## config.mk

```make
export PLATFORM = sky130hd
export DESIGN_NAME = disp_scan_ctrl
export DESIGN_NICKNAME = d
export VERILOG_FILES = /design/src/rtl/disp_pkg.sv /design/src/rtl/bin2bcd_seq.sv /design/src/rtl/disp_scan_ctrl.sv
export SDC_FILE = /design/constraint.sdc
export NUM_CORES = 1
export LEC_CHECK = 0
export BUFFER_PORTS_ARGS = -buffer_cell sky130_fd_sc_hd__buf_2
export CELL_PAD_IN_SITES_DETAIL_PLACEMENT = 0
export CELL_PAD_IN_SITES_GLOBAL_PLACEMENT = 2
export CORE_ASPECT_RATIO = 1.25
export CORE_MARGIN = 2
export CORE_UTILIZATION = 36
export CTS_BUF_LIST = sky130_fd_sc_hd__clkbuf_16
export DETAILED_ROUTE_END_ITERATION = 8
export HOLD_SLACK_MARGIN = 0.06
export PLACE_DENSITY = 0.76
export SLEW_MARGIN = 20
export SYNTH_ARGS = -nofsm -noshare
export SYNTH_HDL_FRONTEND = slang
export SYNTH_SLANG_ARGS = --single-unit
export TNS_END_PERCENT = 5
```

## constraint.sdc

```tcl
create_clock -name clk -period 2.1 [get_ports clk]
set_input_delay 0.42 -clock clk [delete_from_list [all_inputs] [get_ports clk]]
set_output_delay 0.42 -clock clk [all_outputs]
set_load 0.005 [all_outputs]
```

## src/rtl/disp_pkg.sv

```systemverilog
// Shared constants, controller state type and BCD helper for the display scan block.
package disp_pkg;

    localparam int unsigned BIN_W      = 14;
    localparam int unsigned NUM_DIGITS = 4;
    localparam int unsigned BCD_W      = 4 * NUM_DIGITS;
    localparam int unsigned MAX_VAL    = 9999;
    localparam int unsigned ITER_W     = $clog2(BIN_W);
    localparam int unsigned IDX_W      = $clog2(NUM_DIGITS);

    typedef enum logic [1:0] {
        IDLE   = 2'd0,
        CONV   = 2'd1,
        COMMIT = 2'd2
    } ctrl_state_e;

    // Double-dabble correction: a nibble of 5 or more would carry wrongly after the shift.
    function automatic logic [3:0] dd_adjust(input logic [3:0] nib);
        return (nib >= 4'd5) ? nib + 4'd3 : nib;
    endfunction

endpackage

```

## src/rtl/bin2bcd_seq.sv

```systemverilog
// Sequential double-dabble converter: one adjust-and-shift step per shift_i cycle.
module bin2bcd_seq
    import disp_pkg::*;
(
    input  logic             clk,
    input  logic             rst_n,
    input  logic             start_i,
    input  logic             shift_i,
    input  logic [BIN_W-1:0] bin_i,
    output logic [BCD_W-1:0] bcd_o,
    output logic             last_o
);

    logic [BIN_W-1:0]  bin_q, bin_d;
    logic [BCD_W-1:0]  bcd_q, bcd_d;
    logic [ITER_W-1:0] iter_q, iter_d;
    logic [BCD_W-1:0]  adj;
    logic [BCD_W+BIN_W-1:0] shifted;

    // Next-state: capture on start, otherwise adjust every BCD nibble then shift the whole chain left.
    always_comb begin
        adj = '0;
        for (int unsigned i = 0; i < NUM_DIGITS; i++) begin
            adj[i*4 +: 4] = dd_adjust(bcd_q[i*4 +: 4]);
        end
        shifted = {adj, bin_q} << 1;
        bin_d   = bin_q;
        bcd_d   = bcd_q;
        iter_d  = iter_q;
        if (start_i) begin
            bin_d  = bin_i;
            bcd_d  = '0;
            iter_d = '0;
        end else if (shift_i) begin
            bin_d  = shifted[BIN_W-1:0];
            bcd_d  = shifted[BCD_W+BIN_W-1:BIN_W];
            iter_d = iter_q + 1'b1;
        end
    end

    // Shift register and iteration counter.
    always_ff @(posedge clk or negedge rst_n) begin
        if (!rst_n) begin
            bin_q  <= '0;
            bcd_q  <= '0;
            iter_q <= '0;
        end else begin
            bin_q  <= bin_d;
            bcd_q  <= bcd_d;
            iter_q <= iter_d;
        end
    end

    assign bcd_o  = bcd_q;
    // High during the final shift, so the result is complete on the following cycle.
    assign last_o = (iter_q == ITER_W'(BIN_W - 1));

endmodule

```

## src/rtl/disp_scan_ctrl.sv

```systemverilog
// Multiplexed 4-digit display: load controller, BCD conversion and free-running digit scan.
module disp_scan_ctrl
    import disp_pkg::*;
#(
    parameter int unsigned PRESCALE = 50000
)(
    input  logic             clk,
    input  logic             rst_n,
    input  logic [BIN_W-1:0] bin_in,
    input  logic             load,
    output logic             busy,
    output logic             overflow,
    output logic [3:0]       digit,
    output logic [3:0]       an,
    output logic             blank
);

    localparam int unsigned PW = (PRESCALE > 1) ? $clog2(PRESCALE) : 1;

    ctrl_state_e state_q, state_d;
    logic                        ovf_q, ovf_d;
    logic [NUM_DIGITS-1:0][3:0]  disp_q, disp_d;
    logic [PW-1:0]               pre_q, pre_d;
    logic [IDX_W-1:0]            idx_q, idx_d;
    logic                        start, shift, last;
    logic [BCD_W-1:0]            bcd;

    bin2bcd_seq u_conv (
        .clk     (clk),
        .rst_n   (rst_n),
        .start_i (start),
        .shift_i (shift),
        .bin_i   (bin_in),
        .bcd_o   (bcd),
        .last_o  (last)
    );

    // Controller next-state: accept in-range loads only when idle, commit result after the last shift.
    always_comb begin
        state_d = state_q;
        ovf_d   = ovf_q;
        disp_d  = disp_q;
        start   = 1'b0;
        shift   = 1'b0;
        case (state_q)
            IDLE: begin
                if (load) begin
                    if (bin_in > BIN_W'(MAX_VAL)) begin
                        ovf_d = 1'b1;
                    end else begin
                        ovf_d   = 1'b0;
                        start   = 1'b1;
                        state_d = CONV;
                    end
                end
            end
            CONV: begin
                shift = 1'b1;
                if (last) state_d = COMMIT;
            end
            COMMIT: begin
                disp_d  = bcd;
                state_d = IDLE;
            end
            default: state_d = IDLE;
        endcase
    end

    // Scan next-state: prescaler wraps at PRESCALE-1 and advances the slot index.
    always_comb begin
        pre_d = pre_q + 1'b1;
        idx_d = idx_q;
        if (pre_q == PW'(PRESCALE - 1)) begin
            pre_d = '0;
            idx_d = idx_q + 1'b1;
        end
    end

    // State, display and scan registers.
    always_ff @(posedge clk or negedge rst_n) begin
        if (!rst_n) begin
            state_q <= IDLE;
            ovf_q   <= 1'b0;
            disp_q  <= '0;
            pre_q   <= '0;
            idx_q   <= '0;
        end else begin
            state_q <= state_d;
            ovf_q   <= ovf_d;
            disp_q  <= disp_d;
            pre_q   <= pre_d;
            idx_q   <= idx_d;
        end
    end

    // Output mux with leading-zero blanking: slot i>0 is dark when digits i..top are all zero.
    always_comb begin
        blank = (idx_q != '0);
        for (int unsigned j = 0; j < NUM_DIGITS; j++) begin
            if (j >= 32'(idx_q) && disp_q[j[IDX_W-1:0]] != 4'd0) blank = 1'b0;
        end
        an    = '1;
        digit = '0;
        if (!blank) begin
            an[idx_q] = 1'b0;
            digit     = disp_q[idx_q];
        end
    end

    assign busy     = (state_q != IDLE);
    assign overflow = ovf_q;

endmodule

```

Word-level counts from Yosys, hierarchy flattened
Index checks and enable logic that the tools add are counted.
{ "op_classes": {"n_addsub": 7, "magnitude_cmp": 10, "n_eq_ne": 7, "mux": 30, "bitwise": 1, "reduce_logical": 14} }
{ "ops": {"columns": ["cell", "count"], "rows": [
  ["2-to-1 mux 16 bit", 3],
  ["2-to-1 mux 4 bit", 8],
  ["2-to-1 mux 14 bit", 2],
  ["adder 16 x 1 -> 16 bit, second input constant", 1],
  ["== test 16 bit, second input constant", 1],
  [">= comparator 4 x 3 -> 1 bit, second input constant", 4],
  ["nonzero test 4 bit", 4],
  ["> comparator 14 bit, second input constant", 1],
  ["adder 4 x 2 -> 4 bit, second input constant", 3],
  ["2-to-1 mux 1 bit", 10],
  ["binary-select mux 4 bit (select 2 bit)", 1],
  ["2-to-1 mux 2 bit", 3],
  ["inequality test 2 bit, second input constant", 3],
  ["nonzero test 2 bit", 3],
  ["adder 4 x 1 -> 4 bit, second input constant", 1],
  ["== test 4 bit, second input constant", 1],
  [">= comparator 1 x 2 -> 1 bit, first input constant", 2],
  ["logical AND 1 bit", 4],
  ["NOT 4 bit", 1],
  ["case mux 2 bit (2 select lines)", 1],
  ["adder 3 x 2 -> 3 bit, second input constant", 1],
  ["less-than comparator 2 x 3 -> 1 bit, second input constant", 1],
  ["2-to-1 mux 3 bit", 1],
  ["AND reduction 3 bit", 1],
  ["8 further kinds", 8]
]} }
{ "word_totals": {"reg_bits": 71, "in_bits": 17, "out_inout_bits": 11, "word_cells": 80} }

Logic depth before layout (Yosys ltp)
{ "logic_depth": {"depth_word": 7, "depth_mapped": 7, "ltp_nobuf": 6} }

By module
A second synthesis with hierarchy kept.
{ "hier_totals": {"hier_cells": 342, "area_unflattened_um2": 3682.3} }
{ "by_module_without_submodules": {"columns": ["mod", "n_inst", "cells_each", "area_each_um2"], "rows": [
  ["bin2bcd_seq", 1, 191, 1880.6],
  ["disp_scan_ctrl", 1, 151, 1801.7]
]} }

Worst setup path before layout
No wires, ideal clock.
{ "synth_timing": {"kind": "flip-flop to output port", "start": "register idx_q[1]", "end": "output port an[1]", "arrival_time_ps": 1653, "t_required_ps": 1680, "slack_ps": 27, "stages_incl_launch_ff": 8, "path_buffers": 1, "cell_sequence": "dfrtp_1 clkbuf_1 inv_1 ha_1 inv_1 a21oi_1 nor4_4 nand2b_1"} }
{ "synth_via": {"elab_chain_cells": 7, "elab_cells_between_ends": 18, "classes_between": "5 x order compare; 7 x mux; 1 x bitwise; 5 x reduce/logical"} }
{ "synth_lines": {"columns": ["item", "line_no", "source"], "rows": [
  ["start, declared", "disp_scan_ctrl.sv:24", "logic [IDX_W-1:0] idx_q, idx_d;"],
  ["start signal, assigned", "disp_scan_ctrl.sv:92", "idx_q <= idx_d;"],
  [">= comparator 1 x 2 -> 1 bit", "disp_scan_ctrl.sv:100", "if (j >= 32'(idx_q) && disp_q[j[IDX_W-1:0]] != 4'd0) blank = 1'b0;"],
  ["logical AND 1 bit", "disp_scan_ctrl.sv:100", null],
  ["2-to-1 mux 1 bit (2 in series)", "disp_scan_ctrl.sv:100", null],
  ["2-to-1 mux 1 bit * (2 in series)", "disp_scan_ctrl.sv:100", null],
  ["net blank", "disp_scan_ctrl.sv:15", "output logic blank"],
  ["2-to-1 mux 4 bit *", "disp_scan_ctrl.sv:104", "if (!blank) begin"],
  ["end, declared", "disp_scan_ctrl.sv:14", "output logic [3:0] an,"]
]} }
The timed path passes the listed nets; every way through them passes the cells marked *.

Worst setup path after layout
{ "layout_timing": {"start": "register disp_q[12] in the netlist's numbering", "end": "output port an[3]"} }
{ "layout_via": {"elab_chain_cells": 3} }
{ "layout_lines": {"columns": ["item", "line_no", "source"], "rows": [
  ["start, declared", "disp_scan_ctrl.sv:22", "logic [NUM_DIGITS-1:0][3:0] disp_q, disp_d;"],
  ["start signal, assigned", "disp_scan_ctrl.sv:90", "disp_q <= disp_d;"],
  ["nonzero test 4 bit", "disp_scan_ctrl.sv:100", null],
  ["2-to-1 mux 1 bit", "disp_scan_ctrl.sv:100", null],
  ["2-to-1 mux 4 bit", "disp_scan_ctrl.sv:104", null]
]} }
No other way between the ends.

==> impl_results.md <==
* Status: finished with violations
* Failing checks: negative setup slack
* Worst IR Drop VDD at roughly 0.00053 V
* Drt first-iter violations at 167
* FFs w/ async S/R, synth at 1.00
* Slowest stage delay, CP at ~550 ps
* Slew Limit Fails at 0
* CTS clk-pin slew, worst paths at about 50 ps
* RSZ-0062 raised after global routing: yes
* Critical path class: flip-flop to primary output
* Clk_skew at just over 6 ps
* Synth Register Bits at just over 70
* Starting Density at 0.369
* CTS buffer count at 9
* Core Util, Final at 0.437
* Port buffer count at 27
* WL final at around 7200 um
* CP Buf/Inv Count at 2
* Combinational fraction of design power at 0.339
* Syn Inst Count at between 300 and 400
* Worst Tran Pin Value at ~840 ps
* Min-delay worst type: input pin to async pin
* Seq pwr share at 0.407
* Worst skew pair latency at approximately 330 ps
* EDFF count, synth at 0
* Setup crit end kind: primary output
* Final setup violation count at 7
* Vias in the first global route at around 2600
* CTS sink cnt at slightly above 70
* DR pass1 iterations at 4
* Final Critical Period at ~2200 ps
* Worst path slowest cell: or4_4
* Overall routing resource usage at 0.151
* Main synth FF type: dfrtp_1
* Fin cells at roughly 500
* Largest net degree at the start of global routing at 72
* Die area at roughly 11000 um^2
* Mapped Avg Cell Area at approximately 11 um^2
* Crit path cell chain: or4_4 -> nor4_4 -> buf_4 -> nand2b_1 -> buf_2
* Initial antenna violation count at 0
* Met1 GRT Util at 0.201
* Hold buffers post-CTS at 0
* H-tree levels at 3
* Die X at 92.6 um
* Post-Syn Nets at about 360
* Crit path required time at about 1700 ps
* Switching share of power at 0.334
* Slew headroom at 0.438
* Max_cap viols at 0
* Met3 usage in global routing at 0.0263
* Area growth syn-to-layout at 18.4%
* Die Ht at 115 um
* Fin nets at a little under 400
* Layout cell share with drive strength beyond 1 at 0.223
* Internal cell power at around 3.4 mW
* Met2 Usage GRT at 0.236
* Clock Power Share at 0.253
* Root Driver: clkbuf_16
* Endpoints failing hold at 0
* Final TNS setup at -402 ps
* Sequential cell area fraction in the yosys report at 0.503
* Vias at 2522
* GPL Wtd Cong at 0.768
* Crit start category: flip-flop
* P_sw at 1.72 mW
* Critical path's top delay family: simple AND/OR/NAND/NOR gates
* Netlist area before placement at about 3500 um^2
* Total congestion overflow at 0
* Clock tree from TritonCTS: built
* Post-route ant nets at 0
* CORE AREA at about 9600 um^2
* Final WS setup at -79.2 ps
* Critical-path maximum fanout at 8
* Critical path arrival at ~1800 ps
* First-pass GRT wire length at roughly 13000 um
* Final worst path period share at 1.04
* Leakage at approximately 2.0 nW
* Half-perimeter wire length after placement at a little under 5000 um
* Via density per instance at between 5 and 6
* I/O pin cnt at 28
* Max Fclk at approximately 460 MHz
* Diode count at 0
* Drt drc at 0
* Tot Pwr at 5.13 mW
* Power per cell area at roughly 1200 nW/um^2
* YS warnings at 0
* GRT Max-Usage Layer: met2
* CTS max path bufs at 2
* Num rows at 40
* Routed length per placed instance at between 10 and 15 um
* Count of cell types in the netlist at 39
* Dpl cells at between 400 and 500
[cell usage after synthesis, types with 2 or more instances]
cell type / number / area, um^2
nand4_1: 8 / 50.1
buf_2: 7 / 35.0
nand2_1: 29 / 109
xor2_1: 8 / 70.1
nor2_1: 21 / 78.8
o32ai_1: 3 / 26.3
a32o_1: 4 / 40.0
mux2_2: 12 / 135
o22ai_1: 8 / 50.1
or4_1: 2 / 15.0
nand2b_1: 9 / 56.3
or3_1: 4 / 25.0
inv_1: 16 / 60.1
a21o_1: 13 / 97.6
nor2b_1: 7 / 43.8
a21oi_1: 7 / 35.0
nand3_1: 4 / 20.0
o2bb2ai_1: 2 / 17.5
clkbuf_1: 7 / 26.3
mux4_2: 4 / 90.1
nor3_1: 3 / 15.0
xnor2_1: 16 / 140
a22o_1: 12 / 105
o21ai_0: 17 / 85.1
nor4_1: 4 / 25.0
dfrtp_1: 71 / 1780
ha_1: 15 / 188
[placed cells by master (no fill, tap or decap), drive strengths merged, types with 2 or more instances in the layout]
cell	Yosys	routed
a21o	13	13
a21oi	7	7
a22o	12	12
a32o	4	4
buf	9	44
clkbuf	7	9
clkinv	0	2
dfrtp	71	71
ha	15	15
inv	16	20
mux2	12	12
mux4	4	4
nand2	29	29
nand2b	9	9
nand3	5	5
nand4	8	8
nor2	22	22
nor2b	7	7
nor3	3	3
nor4	5	5
o21ai	17	17
o22ai	8	8
o2bb2ai	2	2
o32ai	3	3
or3	4	4
or4	2	2
xnor2	16	16
xor2	8	8
[stage by stage]
stage                     hold slack (ps)  area [um^2]  setup WS, ps
after floorplan                       124         3530          27.1
after global placement                461         3870           124
after detailed placement              470         3870          77.4
after CTS                             128         4160         -83.0
after global routing                  150         4180          -182
final                                 111         4180         -79.2
[worst paths after layout]
| path | from | endpoint | slack (ps) | cells past startpoint |
|---|---|---|---|---|
| worst max-delay path | disp_q[12]$_DFFE_PN0N_ | an[3] | -80 | 5 |
| worst min-delay path | rst_n | u_conv.iter_q[0]$_DFFE_PN0P_ | 110 | 2 |
| worst max register to register | pre_q[0]$_DFF_PN0_ | idx_q[1]$_DFFE_PN0N_ | 270 | 5 |
| worst min register to register | u_conv.bin_q[12]$_DFFE_PN0P_ | u_conv.bin_q[12]$_DFFE_PN0P_ | 480 | 1 |
| max in group asynchronous | rst_n | pre_q[4]$_DFF_PN0_ | 1690 | 2 |
| min in group clk | bin_in[0] | u_conv.bin_q[0]$_DFFE_PN0P_ | 310 | 3 |
[metal layers]
metal | wire (um) | share of wire | vias up
met4 | 171 | 0.024 | 0
met1 | 3390 | 0.47 | 1244
li1 | - | - | 1223
met5 | 0 | 0 | -
met2 | 3380 | 0.47 | 44
met3 | 240 | 0.033 | 11
[what timing repair did]
item                       CTS  global route
pin swaps                    2             1
resized for setup            4             3
buffers inserted             3             1
setup endpoints to repair    8             8
[flip-flops by register name, summed over array words and instances, names as in the netlist]
signal / count
u_conv.bin_q: 14
idx_q: 2
u_conv.bcd_o: 16
u_conv.iter_q: 4
overflow: 1
disp_q: 16
pre_q: 16
state_q: 2
[power by group through the flow]
stage	combinational (mW)	sequential (mW)	clock, mW
global placement	1.65	2.09	0
floorplan	1.32	1.99	0
finish	1.74	2.09	1.30
CTS	1.74	2.09	1.33
global route	1.98	2.15	1.39
detailed placement	1.69	2.10	0
[cell families (layout without fill, tap and decap cells)]
group,after synthesis,count (layout),synth area share
fa+ha+maj,15,15,0.0532
mux,17,17,0.0666
buf+inv,32,75,0.0397
flops,71,71,0.503
simple gates,97,97,0.141
compound gates,69,69,0.137
xor+xnor,24,24,0.0595
[layout make-up]
type	count	area, um^2
clock buffers	9	225
clock inverters	6	23.8
fillers	953	5380
inverters	16	60.1
multi-input cells	222	1650
flip-flops and latches	71	1780
well taps	126	158
repair buffers	44	288
Note: power is estimated with default switching activity, not from simulation.
